`src/rtl/fx68k_rom_stream_reader.sv`:
```
// Burst reader for the fx68k micro/nano ROM: issues sequential addresses, tracks the
// 1-2 cycle ROM latency with a valid shift pipe and buffers words for a valid/ready stream.
module fx68k_rom_stream_reader #(
  parameter int ADDR_WIDTH = 10,
  parameter int DATA_WIDTH = 32,
  parameter int OUTPUT_REG = 1,
  parameter int FIFO_DEPTH = 4,
  parameter int LEN_WIDTH  = 11
) (
  input  logic                  clk,
  input  logic                  rst,
  input  logic                  start,
  input  logic [ADDR_WIDTH-1:0] start_addr,
  input  logic [LEN_WIDTH-1:0]  burst_len,
  input  logic                  abort,
  output logic                  busy,
  output logic [ADDR_WIDTH-1:0] rom_addr,
  output logic                  rom_clk_ena,
  input  logic [DATA_WIDTH-1:0] rom_q,
  output logic                  out_valid,
  input  logic                  out_ready,
  output logic [DATA_WIDTH-1:0] out_data,
  output logic                  out_last
);
  localparam int LAT = 1 + OUTPUT_REG;
  localparam int PW  = $clog2(FIFO_DEPTH);
  localparam int CW  = PW + 2;

  typedef enum logic [1:0] {IDLE, ISSUE, DRAIN} state_t;

  state_t                state;
  logic [ADDR_WIDTH-1:0] addr_cnt;
  logic [LEN_WIDTH-1:0]  issue_rem, out_rem;
  logic [LAT-1:0]        vld_pipe;
  logic [DATA_WIDTH-1:0] mem [FIFO_DEPTH];
  logic [PW-1:0]         wr_ptr, rd_ptr;
  logic [CW-1:0]         fifo_count, inflight;
  logic                  fire, push, pop;

  always_comb begin
    inflight = '0;
    for (int i = 0; i < LAT; i++) inflight = inflight + CW'(vld_pipe[i]);
  end

  // Credits cover both buffered and in-flight words, so a returning read always has a slot.
  assign fire      = (state == ISSUE) && ((fifo_count + inflight) < CW'(FIFO_DEPTH));
  assign push      = vld_pipe[LAT-1];
  assign out_valid = (fifo_count != '0);
  assign pop       = out_valid && out_ready;
  assign out_data  = out_valid ? mem[rd_ptr] : '0;
  assign out_last  = out_valid && (out_rem == LEN_WIDTH'(1));
  assign busy      = (state != IDLE);
  assign rom_addr  = addr_cnt;

  always_ff @(posedge clk) begin
    if (push) mem[wr_ptr] <= rom_q;
  end

  always_ff @(posedge clk) begin
    if (rst) begin
      state       <= IDLE;
      addr_cnt    <= '0;
      issue_rem   <= '0;
      out_rem     <= '0;
      vld_pipe    <= '0;
      wr_ptr      <= '0;
      rd_ptr      <= '0;
      fifo_count  <= '0;
      rom_clk_ena <= 1'b0;
    end else begin
      rom_clk_ena <= 1'b1;
      if (abort) begin
        // Data still coming back from the ROM is dropped by clearing the pipe.
        state      <= IDLE;
        vld_pipe   <= '0;
        wr_ptr     <= '0;
        rd_ptr     <= '0;
        fifo_count <= '0;
      end else begin
        vld_pipe   <= (vld_pipe << 1) | LAT'(fire);
        fifo_count <= fifo_count + CW'(push) - CW'(pop);
        if (push) wr_ptr <= wr_ptr + PW'(1);
        if (pop) begin
          rd_ptr  <= rd_ptr + PW'(1);
          out_rem <= out_rem - LEN_WIDTH'(1);
        end
        case (state)
          IDLE: if (start && burst_len != '0) begin
            addr_cnt  <= start_addr;
            issue_rem <= burst_len;
            out_rem   <= burst_len;
            state     <= ISSUE;
          end
          ISSUE: if (fire) begin
            addr_cnt  <= addr_cnt + ADDR_WIDTH'(1);
            issue_rem <= issue_rem - LEN_WIDTH'(1);
            if (issue_rem == LEN_WIDTH'(1)) state <= DRAIN;
          end
          DRAIN: if (pop && out_last) state <= IDLE;
          default: state <= IDLE;
        endcase
      end
    end
  end

  a_no_overflow: assert property (@(posedge clk) disable iff (rst || abort)
    !(push && fifo_count == CW'(FIFO_DEPTH)));

endmodule
```
`config.mk`:
```
export PLATFORM = sky130hd
export DESIGN_NAME = fx68k_rom_stream_reader
export DESIGN_NICKNAME = d
export VERILOG_FILES = /design/src/rtl/fx68k_rom_stream_reader.sv
export SDC_FILE = /design/constraint.sdc
export NUM_CORES = 1
export LEC_CHECK = 0
export BUFFER_PORTS_ARGS = -buffer_cell sky130_fd_sc_hd__buf_2
export CORE_AREA = 2 2 164 166
export CTS_BUF_LIST = sky130_fd_sc_hd__clkbuf_4 sky130_fd_sc_hd__clkbuf_8 sky130_fd_sc_hd__clkbuf_16
export DETAILED_ROUTE_END_ITERATION = 10
export DIE_AREA = 0 0 166 168
export PLACE_DENSITY = 0.55
export SYNTH_ARGS = -nofsm -noshare
export SYNTH_HDL_FRONTEND = slang
export SYNTH_SLANG_ARGS = --single-unit
```
`constraint.sdc`:
```
create_clock -name clk -period 3.47 [get_ports clk]
set_input_delay 0.694 -clock clk [delete_from_list [all_inputs] [get_ports clk]]
set_output_delay 0.694 -clock clk [all_outputs]
set_load 0.05 [all_outputs]
```
Word-level counts from Yosys, hierarchy flattened
Memories as Yosys holds them, arrays and structs flattened. A register that Yosys moved wholly into a read port is not among the register bits.
Index checks and enable logic that the tools add are counted.
- logic and storage cells: 63
- flip-flop bits (word level): 45
- RAM bits: 128
- memories: 1
- output and inout bits: 46
- memories (name ; words ; bits a word ; rd ports ; clocked after memory_dff ; write ports ; RTL line ; source):
    mem ; 4 ; 32 ; 1 ; 1 ; 1 ; 35 ; logic [DATA_WIDTH-1:0] mem [FIFO_DEPTH];
- bitwise logic cells: 2
- $add $sub $neg: 9
- eq/ne operators: 8
- muxes and demuxes: 20
- order comparisons: 1
- reductions and logical operators: 13
- operator list (operator ; number):
    11-bit 2-to-1 mux ; 5
    32-bit 2-to-1 mux ; 1
    11-bit by 1-bit == test with 1-bit output, second input constant ; 2
    11-bit one-hot mux with 2 select lines ; 1
    11-bit by 1-bit subtractor with 11-bit output, second input constant ; 2
    10-bit 2-to-1 mux ; 2
    10-bit one-hot mux with 2 select lines ; 1
    2-bit 2-to-1 mux ; 6
    11-bit nonzero test ; 1
    10-bit by 1-bit adder with 10-bit output, second input constant ; 1
    4-bit AND reduction ; 2
    2-bit != test, second input constant ; 3
    2-bit one-hot mux with 3 select lines ; 1
    1-bit logical AND ; 5
    2-bit by 1-bit adder with 2-bit output, second input constant ; 2
    4-bit by 1-bit adder with 4-bit output ; 1
    4-bit by 2-bit adder with 4-bit output ; 1
    4-bit by 3-bit < comparator with 1-bit output, second input constant ; 1
    2-bit nonzero test ; 2
    4-bit nonzero test ; 1
    4-bit by 1-bit subtractor with 4-bit output ; 1
    1-bit 2-to-1 mux ; 3
    1-bit by 1-bit adder with 2-bit output ; 1
    2-bit by 1-bit == test with 1-bit output, second input constant ; 1
    other kinds (6) ; 6

Longest topological paths before layout
- depth in word-level cells: 6
- depth in mapped cells: 13
- mapped depth without buffers: 12

Worst setup path after synthesis
Ideal clock, no wire load.
- path kind: reg-to-output
- start point: reg fifo_count[2]
- end point: out out_data[22]
- stages on the path, launching flop included: 7
- slack: 645 ps
- data required time: 2776 ps
- arrival time: 2131 ps
- path through: dfxtp_1 -> inv_1 -> ha_1 -> or3b_2 -> clkbuf_1 -> clkbuf_1 -> and2_1
- longest elaborated chain between the ends: 2
- ends and longest elaborated chain (element ; RTL line ; source):
    from (decl) ; 37 ; logic [CW-1:0] fifo_count, inflight;
    from (signal assigned) ; 81 ; fifo_count <= fifo_count + CW'(push) - CW'(pop);
    4-bit nonzero test ; 48 ; assign out_valid = (fifo_count != '0);
    named net out_valid ; 20 ; output logic out_valid,
    32-bit 2-to-1 mux ; 50 ; assign out_data = out_valid ? mem[rd_ptr] : '0;
    to (decl) ; 22 ; output logic [DATA_WIDTH-1:0] out_data,
The timed path passes the listed nets, and every way through them passes these cells.

Final worst setup path
- start point: reg out_rem[3]
- end point: out out_last
- longest elaborated chain between the ends: 2
- ends and longest elaborated chain (element ; RTL line ; source):
    from (decl) ; 33 ; logic [LEN_WIDTH-1:0] issue_rem, out_rem;
    from (signal assigned) ; 85 ; out_rem <= out_rem - LEN_WIDTH'(1);
    from (signal assigned) ; 91 ; out_rem <= burst_len;
    11-bit by 1-bit == test with 1-bit output ; 51 ; assign out_last = out_valid && (out_rem == LEN_WIDTH'(1));
    1-bit logical AND ; 51 ;
    to (decl) ; 23 ; output logic out_last
No other way between the ends.

==> metrics.md <==
| Metric | Value |
|---|---|
| Run status | `complete, no violations` |
| Final Instance Area | `0.009313 mm^2` |
| CP Capture Type | `output port` |
| Global-route wire length before repair | `27,990 um` |
| Number of antenna diodes | `0` |
| CP peak stage delay | `590 ps` |
| Sequential Power Share | `38.4%` |
| HPWL Detailed | `11,250 um` |
| MaxCap Viol Count | `0` |
| Main synth FF type | `edfxtp_1` |
| FF+latch count, synth | `175` |
| Buf/Inv on CP | `1` |
| Die Height | `168 um` |
| Via count | `5,183` |
| Synth top area share | `49.64%` |
| Final setup TNS | `0 ps` |
| Critical R2R Capture | `fifo_count[2]` |
| Fin. Hold Viols | `0` |
| Reg-to-reg startpoint | `fifo_count[2]` |
| Register-to-Register Path Depth | `12` |
| Syn Area/Cell | `13.59 um^2` |
| CTS tree | `done` |
| Crit-path slowest cell | `or4_4` |
| Slew Viols, Final | `0` |
| Skew-Pair Late Insertion Delay | `430 ps` |
| Fillers | `2,568` |
| Post-synth net total | `645` |
| Number of global-route vias before repair | `5,215` |
| Num CTS Buffers | `17` |
| Clock power share | `32.0%` |
| GRT overflow | `0` |
| Post-CTS setup buffers | `0` |
| Crit path to | `out_last` |
| # resized after CTS | `0` |
| Via density | `5.037` |
| CTS Buffer Depth | `2` |
| Power Dens Cells | `659.8 mW/mm^2` |
| DIE WIDTH | `166 um` |
| WP data required | `2780 ps` |
| Area of the core | `0.02635 mm^2` |
| Reg2Reg Setup Slack | `860 ps` |
| Crit path max-delay family | `simple AND/OR/NAND/NOR gates` |
| Initial antenna violation count | `0` |
| Routed WL | `17,510 um` |
| Final period utilization | `92.81%` |
| Largest net degree at the start of global routing | `34` |
| FP Rows | `60` |
| All-Layer GR Usage | `12.72%` |
| Slew HR | `35.63%` |
| Layout area overhead | `20.26%` |
| H-Tree Depth | `4` |
| Reg clk slew, reported paths | `80 ps` |
| Synthesized area | `0.007744 mm^2` |
| Initial DRC Count | `372` |
| Sw Ratio | `37.24%` |
| Detail Route Antenna Nets | `0` |
| Leak Pwr | `3.318 nW` |
| Starting density of the core | `29.39%` |
| CTS Hold Buffers Added | `0` |
| Cells after synthesis | `570` |
| Yosys synthesis warning count | `0` |
| Logic pwr share | `29.7%` |
| CP cell instances | `or4_4 > or4_4 > nor2_1 > and4_1 > buf_2` |
| Nets | `750` |
| Crit path top cell by count | `or4_4` |
| Wire per inst | `17.02 um` |
| Post-synth top area cell | `edfxtp_1` |
| Maximum VDD drop | `450.9 uV` |
| Die area | `0.02789 mm^2` |
| Unrepaired setup endpoints after global routing | `false` |
| Top post-synthesis cells by area | `edfxtp_1 (50%), dfxtp_1 (12%), mux4_2 (9.3%)` |
| Post-Route Utilization | `35.34%` |
| Post-synthesis sequential area ratio | `61.79%` |
| CP Launch Type | `register` |
| Pint | `3.856 mW` |
| Clk sinks | `175` |
| GPL Wtd Cong | `0.8160` |
| Fmax | `0.3105 GHz` |
| Hold WC Path Type | `in2reg` |
| # DRC | `0` |
| Placement Cell Area | `0.008700 mm^2` |
| WHS Path Cells | `1` |
| Top cells by count, synth | `edfxtp_1 (128), dfxtp_1 (47), nor2_1 (42), and2_1 (37), mux4_2 (32)` |
| EDFF count, synth | `128` |
| Stages on worst setup path | `5` |
| Pre-CTS WS | `731.7 ps` |
| WP data arrival | `2530 ps` |
| TritonRoute pass-1 iters | `5` |
| Cell with the most instances after synthesis | `edfxtp_1` |
| Io pins | `104` |
| Psw | `2.288 mW` |
| Crit path max fanout | `7` |
| Worst-Margin Slew | `963.5 ps` |
| Final Critical Period | `3221 ps` |
| Port Buf Inserts | `103` |
| Setup violators final | `0` |
| Worst Setup SP | `out_rem[3]` |
| Layout cell share with drive strength beyond 1 | `28.92%` |
| Fraction of registers with async set/reset | `0%` |
| Critical path type | `reg2out` |
| Final setup margin | `249.4 ps` |
| Clk_skew | `9.541 ps` |
| WHS | `478.6 ps` |
| Synth cell types | `63` |
| Root Buffer | `clkbuf_16` |
-- worst min-delay path by stage --
stage / start / to / slack (ps)
2_1_floorplan: issue_rem[6] / issue_rem[6] / 460
3_3_place_gp: issue_rem[3] / issue_rem[3] / 470
3_5_place_dp: issue_rem[3] / issue_rem[3] / 480
4_1_cts: rom_q[18] / mem[3][18] / 450
5_1_grt: rom_q[11] / mem[0][11] / 450
6_report: rom_q[11] / mem[0][11] / 480
-- layout make-up --
cell class                 instances  area [um^2]  share of cell area, %
sequential                       175         4786                  51.39
timing repair buffer             117        645.6                  6.933
tap                              341        426.7                  4.581
clock inverter                    15        187.7                  2.015
clock buffer                      17        425.4                  4.568
multi-input combinational        342         2759                  29.63
inverter                          22        82.58                 0.8867
-- flip-flops by register name, indices dropped and copies added, names as in the netlist, named ones only --
signal and count:
issue_rem 11, wr_ptr 2, out_rem 11, state 2, vld_pipe 2, rom_addr 10, rd_ptr 2, fifo_count 4
mem 128, rom_clk_ena 1
-- worst reg2reg max path, stage by stage (launching register included) --
cell     delay [ps]
dfxtp_1         360
inv_1            90
ha_1            140
or3b_2          520
nand2_1         140
inv_1           120
ha_1            300
inv_1            60
ha_1            150
inv_1            50
fa_1            370
xor2_1          140
nor2_1           50
-- stage by stage --
step | instances | total power, mW
floorplan | 570 | 3.769
global placement | 997 | 4.240
detailed placement | 997 | 4.249
CTS | 1029 | 6.225
global route | 1029 | 6.434
finish | 1029 | 6.145
-- power by group through the flow --
| stage | combinational [mW] | sequential [mW] | clock [mW] |
|---|---|---|---|
| 2_1_floorplan | 1.35 | 2.42 | 0 |
| 3_3_place_gp | 1.84 | 2.40 | 0 |
| 3_5_place_dp | 1.85 | 2.40 | 0 |
| 4_1_cts | 1.85 | 2.36 | 2.02 |
| 5_1_grt | 1.97 | 2.37 | 2.10 |
| 6_report | 1.82 | 2.36 | 1.96 |
-- cells by family (layout without fill, tap and decap cells) --
family | count (synthesis) | in the layout | synth area share (%)
AND/OR/NAND/NOR | 179 | 179 | 12.39
flip-flops | 175 | 175 | 61.79
AO/OA/AOI/OAI | 99 | 99 | 9.242
XOR/XNOR | 7 | 7 | 0.7917
multiplexers | 40 | 40 | 10.36
adder cells (fa/ha/maj) | 17 | 17 | 2.844
buffers and inverters | 53 | 171 | 2.585
-- per-layer routing --
layer | up-vias | GRT usage, % | part of all wire, %
met2 | 172 | 19.83 | 46
met4 | 0 | 3.781 | 0.86
li1 | 2431 | - | -
met3 | 15 | 3.338 | 5.4
met5 | - | 0 | 0
met1 | 2565 | 17.49 | 48
-- cell usage in the layout (no fill, tap or decap), types with 4 or more instances in the layout --
cell type    n
edfxtp_1   128
buf_2      103
dfxtp_1     46
nor2_1      42
and2_1      37
mux4_2      32
nand2_1     27
a21oi_1     22
inv_1       21
clkbuf_16   17
ha_1        16
nor3_1      14
a31oi_1     12
nand3_1     12
buf_4       12
nor4_1       9
mux2i_1      7
o21ai_0      7
o311ai_0     7
o31ai_1      6
o32ai_1      6
a211oi_1     6
xnor2_1      5
and3_1       4
or3_1        4
nand4_1      4
inv_8        4
inv_6        4
Power figures use the tool's default switching activity.
